===== src/rtl/dcf77_pkg.sv =====
// Shared types, tick thresholds and helpers for the DCF77 second-pulse decoder.
package dcf77_pkg;

  typedef enum logic [1:0] {
    ST_IDLE = 2'd0,
    ST_HIGH = 2'd1,
    ST_LOW  = 2'd2
  } dcf_state_e;

  localparam logic [1:0] DEB_DEPTH  = 2'd3;

  localparam logic [7:0] W0_MIN     = 8'd5;
  localparam logic [7:0] W0_MAX     = 8'd14;
  localparam logic [7:0] W1_MIN     = 8'd15;
  localparam logic [7:0] W1_MAX     = 8'd25;
  localparam logic [7:0] P_NORM_MIN = 8'd90;
  localparam logic [7:0] P_NORM_MAX = 8'd110;
  localparam logic [7:0] P_MARK_MIN = 8'd180;
  localparam logic [7:0] P_MARK_MAX = 8'd210;
  localparam logic [7:0] P_TIMEOUT  = 8'd250;

  localparam logic [5:0] SEC_MAX    = 6'd59;

  function automatic logic [7:0] sat_inc8(input logic [7:0] v);
    return (v == 8'hFF) ? v : v + 8'd1;
  endfunction

  function automatic logic [5:0] sec_inc(input logic [5:0] v);
    return (v >= SEC_MAX) ? SEC_MAX : v + 6'd1;
  endfunction

endpackage


===== src/rtl/sync_2ff.sv =====
// Two-flop synchroniser for a single asynchronous input bit.
module sync_2ff (
  input  logic clk,
  input  logic rst,
  input  logic d_i,
  output logic q_o
);

  logic meta_q;
  logic sync_q;

  always_ff @(posedge clk) begin
    if (rst) begin
      meta_q <= 1'b0;
      sync_q <= 1'b0;
    end else begin
      meta_q <= d_i;
      sync_q <= meta_q;
    end
  end

  assign q_o = sync_q;

endmodule


===== src/rtl/dcf77_pulse_decoder.sv =====
// DCF77 second-pulse decoder: debounces the demodulated carrier, classifies
// pulse widths into bits and pulse periods into normal/minute-marker/fault.
module dcf77_pulse_decoder
  import dcf77_pkg::*;
(
  input  logic       clk,
  input  logic       rst,
  input  logic       clk_en,
  input  logic       dcf_in,
  output logic       bit_valid,
  output logic       bit_value,
  output logic       bit_err,
  output logic       minute_start,
  output logic [5:0] sec_idx,
  output logic       synced
);

  logic       dcf_s;
  logic       filt_q, filt_d;
  logic [1:0] deb_cnt_q, deb_cnt_d;
  logic       armed_q;
  dcf_state_e state_q;
  logic [7:0] width_q, period_q;
  logic [7:0] width_n, period_n;
  logic [5:0] sec_q;
  logic       synced_q;
  logic       bit_valid_q, bit_value_q, bit_err_q, minute_q;
  logic       rise, fall;

  sync_2ff u_sync (
    .clk (clk),
    .rst (rst),
    .d_i (dcf_in),
    .q_o (dcf_s)
  );

  // The filtered level flips on the DEB_DEPTH-th consecutive differing tick.
  always_comb begin
    deb_cnt_d = 2'd0;
    filt_d    = filt_q;
    if (dcf_s != filt_q) begin
      if (deb_cnt_q == DEB_DEPTH - 2'd1) filt_d = dcf_s;
      else                               deb_cnt_d = deb_cnt_q + 2'd1;
    end
  end

  assign rise     = clk_en &  filt_d & ~filt_q;
  assign fall     = clk_en & ~filt_d &  filt_q;
  assign width_n  = sat_inc8(width_q);
  assign period_n = sat_inc8(period_q);

  // armed_q blocks a pulse already in progress at reset release from being measured.
  always_ff @(posedge clk) begin
    if (rst) begin
      filt_q      <= 1'b0;
      deb_cnt_q   <= 2'd0;
      armed_q     <= 1'b0;
      state_q     <= ST_IDLE;
      width_q     <= 8'd0;
      period_q    <= 8'd0;
      sec_q       <= 6'd0;
      synced_q    <= 1'b0;
      bit_valid_q <= 1'b0;
      bit_value_q <= 1'b0;
      bit_err_q   <= 1'b0;
      minute_q    <= 1'b0;
    end else begin
      bit_valid_q <= 1'b0;
      bit_err_q   <= 1'b0;
      minute_q    <= 1'b0;
      if (clk_en) begin
        filt_q    <= filt_d;
        deb_cnt_q <= deb_cnt_d;
        if (!filt_q && !dcf_s) armed_q <= 1'b1;
        unique case (state_q)
          ST_IDLE: begin
            if (rise && armed_q) begin
              state_q  <= ST_HIGH;
              width_q  <= 8'd0;
              period_q <= 8'd0;
            end
          end
          ST_HIGH: begin
            period_q <= period_n;
            if (fall) begin
              state_q <= ST_LOW;
              if (width_n >= W0_MIN && width_n <= W0_MAX) begin
                bit_valid_q <= 1'b1;
                bit_value_q <= 1'b0;
                sec_q       <= sec_inc(sec_q);
              end else if (width_n >= W1_MIN && width_n <= W1_MAX) begin
                bit_valid_q <= 1'b1;
                bit_value_q <= 1'b1;
                sec_q       <= sec_inc(sec_q);
              end else begin
                bit_err_q <= 1'b1;
              end
            end else begin
              width_q <= width_n;
            end
          end
          ST_LOW: begin
            if (rise) begin
              state_q  <= ST_HIGH;
              width_q  <= 8'd0;
              period_q <= 8'd0;
              if (period_n >= P_MARK_MIN && period_n <= P_MARK_MAX) begin
                minute_q <= 1'b1;
                synced_q <= 1'b1;
                sec_q    <= 6'd0;
              end else if (!(period_n >= P_NORM_MIN && period_n <= P_NORM_MAX)) begin
                synced_q <= 1'b0;
              end
            end else if (period_n >= P_TIMEOUT) begin
              state_q  <= ST_IDLE;
              synced_q <= 1'b0;
            end else begin
              period_q <= period_n;
            end
          end
          default: state_q <= ST_IDLE;
        endcase
      end
    end
  end

  assign bit_valid    = bit_valid_q;
  assign bit_value    = bit_value_q;
  assign bit_err      = bit_err_q;
  assign minute_start = minute_q;
  assign sec_idx      = sec_q;
  assign synced       = synced_q;

endmodule


===== config.mk =====
export PLATFORM = sky130hd
export DESIGN_NAME = dcf77_pulse_decoder
export DESIGN_NICKNAME = d
export VERILOG_FILES = /design/src/rtl/dcf77_pkg.sv /design/src/rtl/sync_2ff.sv /design/src/rtl/dcf77_pulse_decoder.sv
export SDC_FILE = /design/constraint.sdc
export NUM_CORES = 1
export LEC_CHECK = 0
export ABC_AREA = 1
export CAP_MARGIN = 20
export CORE_MARGIN = 5
export CORE_UTILIZATION = 50
export DETAILED_ROUTE_END_ITERATION = 8
export DONT_BUFFER_PORTS = 1
export PLACE_DENSITY = 0.69
export RECOVER_POWER = 25
export SLEW_MARGIN = 20
export SYNTH_ARGS = -nofsm -noshare
export SYNTH_HDL_FRONTEND = slang
export SYNTH_SLANG_ARGS = --single-unit

===== constraint.sdc =====
create_clock -name clk -period 5.1 [get_ports clk]
set_clock_uncertainty 0.1 [all_clocks]
set_input_delay 1.02 -clock clk [delete_from_list [all_inputs] [get_ports clk]]
set_output_delay 1.02 -clock clk [all_outputs]
set_load 0.02 [all_outputs]

[Word-level counts from Yosys, hierarchy flattened]
Index checks and enable logic that the tools add are counted.
Word-level totals
  bits in registers: 35
  input port bits: 4
  output and inout bits: 11
  word-level logic and storage cells: 112
Cells by class
  add/subtract/negate cells: 4
  magnitude comparators: 10
  eq/ne operators: 15
  multiplexer cells: 35
  bitwise logic cells: 11
  reductions and logical operators: 23
Operator list (count)
  2-to-1 mux 8 bit: 7
  case mux 8 bit (3 select lines): 2
  2-to-1 mux 6 bit: 6
  adder 8 x 1 -> 8 bit (second input constant): 2
  == test 8 bit (second input constant): 2
  >= comparator 8 bit (second input constant): 2
  AND reduction 4 bit: 4
  2-to-1 mux 1 bit: 12
  2-to-1 mux 2 bit: 6
  != test 3 bit (second input constant): 4
  case mux 6 bit (2 select lines): 1
  != test 2 bit (second input constant): 5
  >= comparator 8 x 3 -> 1 bit (second input constant): 1
  >= comparator 8 x 4 -> 1 bit (second input constant): 1
  >= comparator 8 x 7 -> 1 bit (second input constant): 1
  <= comparator 8 x 4 -> 1 bit (second input constant): 1
  <= comparator 8 x 5 -> 1 bit (second input constant): 1
  <= comparator 8 x 7 -> 1 bit (second input constant): 1
  <= comparator 8 bit (second input constant): 1
  OR reduction 4 bit: 2
  inverter 1 bit: 7
  adder 6 x 1 -> 6 bit (second input constant): 1
  >= comparator 6 bit (second input constant): 1
  logical AND 1 bit: 6
  other kinds (14): 21

[Logic depth before layout (Yosys ltp)]
  depth in word-level cells: 8
  depth in mapped cells: 17

[Hierarchy]
A second synthesis with hierarchy kept.
Unflattened totals
  cell total of the unflattened synthesis: 372
  area total of the unflattened synthesis: 2496.1 um^2
By module, submodules not included
  dcf77_pulse_decoder: times used 1, cells an instance 366, area an instance 2441.1 um^2
  sync_2ff: times used 1, cells an instance 6, area an instance 55.1 um^2

[Least setup slack after synthesis]
OpenSTA, ideal clock, no wires.
  path kind: input to register
  from: input port clk_en
  to: register width_q[0]
  library setup time: 128 ps
  data arrival time: 2203 ps
  data required time: 4872 ps
  path slack: 2669 ps
  stages on the path: 8
  buffers on the path: 2
  cells stage by stage: buf_2 nand4_1 o21a_1 nor3_2 nand3_1 buf_2 o21ai_0 nor2_1
Between the ends
  cells in the longest elaborated chain, start to end: 5
  elaborated cells between the ends (all ways): 9
  classes of those cells: 3 x eq/ne; 4 x bitwise; 2 x reduce/logical
RTL lines
  start: declaration: line dcf77_pulse_decoder.sv:8  | input logic clk_en,
  AND 1 bit (2 in a row): line dcf77_pulse_decoder.sv:47  | assign rise = clk_en & filt_d & ~filt_q;
  logical AND 1 bit: line dcf77_pulse_decoder.sv:77  | if (rise && armed_q) begin
  != test 2 bit (no line)
  AND reduction 5 bit (no line) *
  end signal: assignment: line dcf77_pulse_decoder.sv:99  | width_q <= width_n;
  end: declaration: line dcf77_pulse_decoder.sv:23  | logic [7:0] width_q, period_q;
Mark *: on every way between the ends. The rest lies on a longest branch, timed or not.
A chain may end at the register's enable or synchronous reset.

[Worst setup path in the final report]
  from: register period_q[0]
  to: register period_q[3]
Between the ends
  cells in the longest elaborated chain, start to end: 5
  elaborated cells between the ends (all ways): 9
  classes of those cells: 1 x add/sub; 1 x order compare; 2 x eq/ne; 4 x mux; 1 x reduce/logical
RTL lines
  start: declaration: line dcf77_pulse_decoder.sv:23
  start signal: assignment: line dcf77_pulse_decoder.sv:84  | period_q <= period_n;
  start signal: assignment: line dcf77_pulse_decoder.sv:118  | period_q <= period_n;
  adder 8 x 1 -> 8 bit or == test 8 bit (tied branches): line dcf77_pkg.sv:25  | return (v == 8'hFF) ? v : v + 8'd1;
  2-to-1 mux 8 bit *: line dcf77_pkg.sv:25
  >= comparator 8 bit or 2-to-1 mux 8 bit (tied branches): line dcf77_pulse_decoder.sv:114  | end else if (period_n >= P_TIMEOUT) begin
  != test 3 bit (no line) or 2-to-1 mux 8 bit (tied branches)
  AND reduction 4 bit (no line) or case mux 8 bit (3 select lines) (tied branches)
Mark *: on every way between the ends. The rest lies on a longest branch, timed or not. The select of a mux whose other input is x is not followed.

==> impl_results.md <==
- Longest Clk Path Bufs: 2
- Die area: ~0.006 mm^2
- Worst path top cell family by delay: simple AND/OR/NAND/NOR gates
- PortBufs: 0
- Final Hold Vio Count: 0
- CP peak stage delay: between 400 and 500 ps
- Routed Antenna Nets: 0
- Later-pin clock latency in the skew report: around 290 ps
- Final Setup Violations: 0
- Placer Congestion: 0.8002
- Post-synthesis sequential area ratio: between 30% and 40%
- Pre-antenna DRT Iters: 4
- Netlist cell types: 31
- Crit. End Element: flip-flop
- CTS Root Cell: clkbuf_8
- Clock power frac: a little over a third
- Crit path buffers/inverters: 2
- Number of remaining DRC errors: 0
- Die H: 78.21 um
- Crit path DAT: around 2400 ps
- Final Core Density: between 50% and 60%
- Setup bufs post-CTS: 0
- Largest net degree at the start of global routing: 22
- Synthesized area per cell: approximately 6.5 um^2
- Int Power: between 0.4 and 0.5 mW
- Hold crit path type: flip-flop to flip-flop
- Share of cells above drive strength 1: under 10%
- Initial antenna violation count: 0
- CTS Sinks: 35
- Crit start category: flip-flop
- Area Overhead vs Synth: 6.509%
- Cts hold-fix bufs: 0
- First-pass GRT wire length: ~8.7 mm
- Post-CTS sizing: 0
- Via/cell ratio: approximately 5.3
- Core area: approximately 0.0044 mm^2
- Initial DRC count: between 100 and 150
- Setup CP Type: flip-flop to flip-flop
- Worst-path fanout max: 9
- FF+latch count, synth: 35
- Psw: 0.2126 mW
- Period minus WS final: ~2300 ps
- Die width: roughly 78 um
- Slew @ Worst Pin: 622.8 ps
- Initial core utilization: about 52%
- Clock buffer count from CTS: 5
- Maximum vdd ir drop: roughly 0.13 mV
- Row count: 24
- Vias in the first global route: 1954
- Total negative slack: 0 ps
- Clk slew on worst S/H paths: approximately 70 ps
- RSZ-0062 raised after global routing: false
- Nets: approximately 380
- Slew headroom: between 50% and 60%
- Drt total wl: between 4 and 5 mm
- Drt wl/cell: 11.79 um
- Total grt overflow: 0
- Ys async rst share: 0%
- Syn_nets: about 370
- Diode count: 0
- Commonest register cell after synthesis: dfxtp_1
- Crit-path cells: ha_1 > nand2_2 > nor2_4 > nand2_4 > nand2_1 > nand2_1 > inv_1 > nand3_1 > nor2_1 > nand2_1 > nand2_2 > inv_2 > o21ai_0 > a21oi_1
- # IOs: 15
- Max cap viols: 0
- Slew Limit Fails: 0
- Most common cell type on the critical path: nand2_1
- Sw Share: a little under a third
- Number of synthesized flops with an enable pin: 0
- Syn Inst Count: approximately 360
- P per Cell Area: 279.2 mW/mm^2
- Mapped Area: approximately 0.0023 mm^2
- Logic pwr share: between 10% and 20%
- Run status: complete, no violations
- CTS tree: yes
- Period utilization: 45.61%
- Hpwl dp: around 3.7 mm
- Via count: between 2000 and 2500
- Design area: about 0.0025 mm^2
- WP data required: 5180 ps
- Synth top area share: between 30 and 40%
- Max H-tree Level: 2
- Register share of total power: a little under half
- GRT Util Overall: 17.03%
- Leakage Power: approximately 1.1 nW
- Area contributors post-synth: dfxtp_1, nand2_1, inv_1
- Cell Area, Placed: 0.002365 mm^2
- F_max: approximately 430 MHz
- Synth area leader: dfxtp_1
- Slowest-stage cell, CP: dfxtp_1
- Ys Warns: 0
-- layout make-up --
cell class / count / area [um^2]
clock inverter: 3 / 43.79
inverter: 52 / 195.2
sequential: 35 / 700.7
multi-input combinational: 266 / 1404
fill: 445 / 1967
tap: 52 / 65.06
clock buffer: 5 / 68.82
-- tightest hold or removal path: cells and delay by family, from the launching register on --
family                 cells  cell delay (ps)
buffers and inverters      1               40
DFF                        1              300
and+or+nand+nor            1               30
-- path summary, 6_finish.rpt --
path,from,end,cells after the start,slack (ps)
worst max-delay path,period_q[0],period_q[3],14,2770
worst max register to register,period_q[0],period_q[3],14,2770
worst min-delay path,u_sync.meta_q,u_sync.q_o,2,300
worst min register to register,u_sync.meta_q,u_sync.q_o,2,300
-- sequential cells by signal, summed over array words and instances, names as in the netlist --
register       flops
deb_cnt_q          2
u_sync.q_o         1
bit_err            1
minute_start       1
state_q            2
u_sync.meta_q      1
sec_idx            6
width_q            8
bit_valid          1
period_q           8
armed_q            1
filt_q             1
bit_value          1
synced             1
-- cells by family (layout without fill, tap and decap cells) --
group,count (synthesis),in the layout,synth area share [%]
adder cells (fa/ha/maj),11,11,5.917
flip-flops,35,35,30.12
AND/OR/NAND/NOR,187,187,37.92
AO/OA/AOI/OAI,64,64,15.01
XOR/XNOR,4,4,1.506
buffers and inverters,58,60,9.521
-- synth_stat cells (2+ instances only) --
library cell	instances
nand2_1	70
inv_1	51
nor2_1	49
dfxtp_1	35
nand3_1	28
o21ai_0	28
a21oi_1	27
nand2_2	12
ha_1	11
nand4_1	8
nor2_4	4
nor3_1	4
buf_2	3
clkbuf_1	3
nand2_4	3
nand3b_1	3
xor2_1	3
a211oi_1	2
nand3_2	2
o21ai_1	2
-- cell usage in the layout (no fill, tap or decap), types with 3 or more instances in the layout --
cell      instances
a21oi_1          27
clkbuf_8          5
dfxtp_1          35
ha_1             11
inv_1            51
nand2_1          70
nand2_2          12
nand2_4           3
nand3_1          28
nand3b_1          3
nand4_1           8
nor2_1           49
nor2_4            4
nor3_1            4
o21ai_0          28
xor2_1            3
-- metrics by stage --
stage	hold WS, ps	power, mW	setup WS (ps)	cells
final	302.0	0.6917	2774	413
after global routing	348.5	0.7307	2500	413
after CTS	304.3	0.6974	2776	413
after detailed placement	293.1	0.4469	2506	405
after global placement	289.9	0.4446	2571	405
after floorplan	288.3	0.4227	2669	359
-- power groups by stage --
stage | Combinational, mW | Clock [mW] | Sequential (mW)
floorplan | 0.105 | 0 | 0.318
finish | 0.124 | 0.250 | 0.317
global route | 0.145 | 0.266 | 0.320
detailed placement | 0.124 | 0 | 0.323
CTS | 0.124 | 0.256 | 0.317
global placement | 0.122 | 0 | 0.323
-- per-layer routing --
metal	share of wire, %	routed length, um	vias up	global-route usage, %
li1	-	-	1160	-
met1	47	2311	981	21.35
met2	48	2333	42	29.45
met3	4.3	207	2	3.089
met4	0.35	17	0	5.769
met5	0	0	-	0
No activity file was read; power rests on OpenSTA's default activity.
